## src/rtl/wb_regfile.sv

```systemverilog
// wb_regfile: writeback select plus register file with two bypassed read ports and a commit counter
module wb_regfile #(
  parameter int DATA_WIDTH  = 32,
  parameter int ADDR_WIDTH  = 5,
  parameter int COUNT_WIDTH = 32
) (
  input  logic                   clock,
  input  logic                   reset,
  input  logic [DATA_WIDTH-1:0]  inResult,
  input  logic [DATA_WIDTH-1:0]  inReadData,
  input  logic [ADDR_WIDTH-1:0]  inRd,
  input  logic                   inMemToReg,
  input  logic                   inRegWrite,
  input  logic [ADDR_WIDTH-1:0]  rs,
  input  logic [ADDR_WIDTH-1:0]  rt,
  output logic [DATA_WIDTH-1:0]  outReadData1,
  output logic [DATA_WIDTH-1:0]  outReadData2,
  output logic [DATA_WIDTH-1:0]  outWriteData,
  output logic [ADDR_WIDTH-1:0]  outWriteReg,
  output logic                   outWriteEn,
  output logic [COUNT_WIDTH-1:0] outCommitCnt
);
  localparam int N = 1 << ADDR_WIDTH;
  logic [DATA_WIDTH-1:0] regs [N];
  assign outWriteData = inMemToReg ? inReadData : inResult;
  assign outWriteReg  = inRd;
  assign outWriteEn   = inRegWrite && (inRd != '0) && !reset;
  // outWriteEn already excludes reset, so bypass is off while reset is held
  always_comb begin
    outReadData1 = (rs == '0) ? '0 : (outWriteEn && rs == inRd) ? outWriteData : regs[rs];
    outReadData2 = (rt == '0) ? '0 : (outWriteEn && rt == inRd) ? outWriteData : regs[rt];
  end
  always_ff @(posedge clock) begin
    if (reset) begin
      for (int i = 0; i < N; i++) regs[i] <= '0;
      outCommitCnt <= '0;
    end else if (outWriteEn) begin
      regs[inRd]   <= outWriteData;
      outCommitCnt <= outCommitCnt + 1'b1;
    end
  end
endmodule

```

## config.mk

```make
export PLATFORM = sky130hd
export DESIGN_NAME = wb_regfile
export DESIGN_NICKNAME = d
export VERILOG_FILES = /design/src/rtl/wb_regfile.sv
export SDC_FILE = /design/constraint.sdc
export NUM_CORES = 2
export LEC_CHECK = 0
export CELL_PAD_IN_SITES_DETAIL_PLACEMENT = 1
export CELL_PAD_IN_SITES_GLOBAL_PLACEMENT = 2
export CORE_MARGIN = 1
export CORE_UTILIZATION = 44
export CTS_CLUSTER_DIAMETER = 30
export DETAILED_ROUTE_END_ITERATION = 7
export GPL_TIMING_DRIVEN = 0
export PLACE_DENSITY_LB_ADDON = 0.1
export SYNTH_ARGS = -nofsm -noshare
export SYNTH_HDL_FRONTEND = slang
export SYNTH_SLANG_ARGS = --single-unit
```

## constraint.sdc

```tcl
create_clock -name clock -period 3.63 [get_ports clock]
set_clock_uncertainty 0.2 [all_clocks]
set_input_delay 0.363 -clock clock [delete_from_list [all_inputs] [get_ports clock]]
set_output_delay 0.363 -clock clock [all_outputs]
set_load 0.005 [all_outputs]
```

==> impl_metrics.json <==
{
  "postCtsHoldBufs": 0,
  "layout_commonest_cell": "nor2_1",
  "failed_checks": "negative setup slack",
  "worstSkewPairLatency_ns": 0.92,
  "htree_levels": 5,
  "cts_buffer_depth": 4,
  "tightestPinTransition_ns": 1.31,
  "critPathRequiredTime_ns": 3.07,
  "dieArea_sq_um": 128000,
  "start_kind": "input pin",
  "max_freq_mhz": 259,
  "p_comb_share_pct": 11.8,
  "wire_per_inst_microns": 36.8,
  "drv_slew": 0,
  "worstHoldPathType": "input pin to flip-flop",
  "ys_seq_area_share_pct": 56.4,
  "clockRootBuffer": "clkbuf_16",
  "switchingPower_uw": 10900,
  "pin_count": 217,
  "criticalPathCategory": "input pin to primary output",
  "finalCriticalPeriod_ns": 3.86,
  "rsz0062_at_grt": "yes",
  "ys_ff_latch": 1056,
  "clkPwrFrac_pct": 54.8,
  "synth_top_area_share_pct": 55.3,
  "hold_viol": 0,
  "cp_max_fo": 10,
  "numPortBuffers": 206,
  "cts_tree": "built",
  "syn_inst": 4397,
  "dr_total_vias": 44400,
  "hpwl_microns": 176000,
  "grt_max_degree": 33,
  "grt_overflow": 0,
  "die_x_microns": 358,
  "status": "finished with violations",
  "via_per_inst": 6.51,
  "drive_gt1_share_pct": 31.7,
  "cts_buffers": 287,
  "routabilityCongestion": 0.969,
  "nets": 5053,
  "std_cell_rows": 130,
  "yosysWarnings": 0,
  "cts.sinks": 1056,
  "synth_top_cell_by_area": "edfxtp_1",
  "maxCapViolCount": 0,
  "drc": 0,
  "ys_types": 53,
  "antenna_left": 0,
  "power_leakage_uw": 0.0262,
  "ir_drop_v": 0.000547,
  "grt_util_all_layers_pct": 39.0,
  "grt_pass1_wl_microns": 344000,
  "fin_cells": 6820,
  "finalCritPeriodShare_pct": 106,
  "synthFlopType": "edfxtp_1",
  "drt-pass1-iter-count": 6,
  "antenna_found_initial": 13,
  "die_y_microns": 358,
  "drt_iter0_drc": 5509,
  "finalSetupViolCount": 12,
  "seq_power_share_pct": 33.4,
  "finalWorstSetupSlack_ns": -0.226,
  "synth.avg_cell_area_sq_um": 12.6,
  "core_area_sq_um": 126000,
  "internal_power_uw": 32300,
  "syn_area_sq_um": 55600,
  "p_per_area_nw_per_um2": 593,
  "placed_cells_incl_taps": 6319,
  "end_kind": "primary output",
  "synthArstFlopShare_pct": 0,
  "slew_headroom_pct": 12.1,
  "synthTopCellsByArea": "edfxtp_1 55%, mux4_2 11%, nor2_1 7.8%, mux2_2 6.8%, mux2i_1 4.6%",
  "place_ws_ns": -2.15,
  "initial_utilization_pct": 44.3,
  "synth-edff-count": 1024,
  "syn2layout_area_growth_pct": 31.1,
  "p_sw_share_pct": 25.3,
  "arrival_ns": 3.29,
  "layout_common_cells": "1114 x nor2_1, 1024 x edfxtp_1, 338 x mux2_2",
  "drt-total-wl_microns": 251000,
  "clk_pin_slew_ns": 0.04,
  "grt_pass1_vias": 45500
}
==> registers in the layout (all words and copies together) (netlist names) <==
register,cells
outCommitCnt,32
regs,1024
==> routing by layer <==
metal / routed length (microns) / GRT usage (%) / up-vias
li1: - / - / 17700
met1: 94900 / 50.3 / 23000
met2: 111000 / 58.0 / 2869
met3: 24400 / 8.77 / 721
met4: 20200 / 28.6 / 4
met5: 20 / 0 / -
==> worst max-delay path, cell delays in order <==
cell and delay (ns):
clkdlybuf4s15_2 0.27, buf_12 0.19, buf_4 0.15, nand2b_1 0.10
buf_8 0.23, buf_6 0.21, o22ai_1 0.13, a211oi_2 0.53
nor4_2 0.12, a21oi_2 0.38, clkdlybuf4s50_1 0.59
==> worst paths after layout <==
check / endpoint / from / cells after the start / slack [ns]
worst max-delay path: outReadData2[18] / rt[0] / 11 / -0.23
worst min register to register: outCommitCnt[31]$_SDFFE_PP0P_ / outCommitCnt[31]$_SDFFE_PP0P_ / 2 / 0.31
worst max register to register: outCommitCnt[26]$_SDFFE_PP0P_ / outCommitCnt[0]$_SDFFE_PP0P_ / 7 / 0.75
worst min-delay path: outCommitCnt[15]$_SDFFE_PP0P_ / reset / 5 / 0.12
==> area by class of cell <==
class	instances	area [sq um]
Antenna cell	2	5.00
Buffer	450	2950
Clock buffer	337	7470
Clock inverter	151	1390
Fill cell	12200	52700
Inverter	35	131
Multi-Input combinational cell	2884	24600
Sequential cell	1056	31400
Tap cell	1650	2060
Timing Repair Buffer	255	2860
==> metrics by stage <==
| stage | hold WS [ns] | setup TNS [ns] | total power [uW] | utilization, % | area, sq um |
|---|---|---|---|---|---|
| finish | 0.123 | -0.847 | 43200 | 58.1 | 72900 |
| global placement | 0.284 | -1784.19 | 18900 | 47.7 | 59900 |
| floorplan | 0.274 | 0 | 16800 | - | 55700 |
| global route | 0.150 | -0.687 | 43900 | 58.1 | 72900 |
| detailed placement | 0.307 | -741.84 | 19000 | 48.3 | 60600 |
| CTS | 0.0783 | -2.19 | 43000 | 57.5 | 72100 |
==> what timing repair did <==
item / in CTS / in global routing
setup buffers: 6 / 8
endpoints found under the setup margin: 106 / 46
pin swaps: 70 / 45
gates resized for setup: 699 / 192
==> cell usage after synthesis (19+ instances only) <==
| cell type | n |
|---|---|
| nor2_1 | 1151 |
| edfxtp_1 | 1024 |
| mux2_2 | 338 |
| clkbuf_1 | 285 |
| mux4_2 | 261 |
| mux2i_1 | 254 |
| o22ai_1 | 154 |
| a211oi_1 | 101 |
| buf_2 | 100 |
| o21ai_0 | 92 |
| nor2b_1 | 72 |
| a2111oi_0 | 68 |
| a21oi_1 | 66 |
| nor4_1 | 62 |
| buf_4 | 50 |
| nand2_1 | 42 |
| nand2b_1 | 39 |
| inv_1 | 35 |
| dfxtp_1 | 32 |
| nor3_1 | 32 |
| xor2_1 | 29 |
| nand4_1 | 19 |
==> kinds of logic after synthesis <==
| kind of cell | share of synthesized area (%) |
|---|---|
| AO/OA/AOI/OAI | 5.73 |
| XOR/XNOR | 0.599 |
| adder cells (fa/ha/maj) | 0.0225 |
| buffers and inverters | 4.03 |
| flip-flops | 56.4 |
| multiplexers | 22.0 |
| other | 0.00674 |
| AND/OR/NAND/NOR | 11.2 |
==> power by group through the flow <==
stage	clock network [uW]	logic, uW	registers, uW
2_1_floorplan	0	2370	14500
3_3_place_gp	0	4290	14600
3_5_place_dp	0	4420	14600
4_1_cts	23700	4890	14400
5_1_grt	24200	5220	14500
6_report	23700	5120	14400
Power figures use the tool's default switching activity.
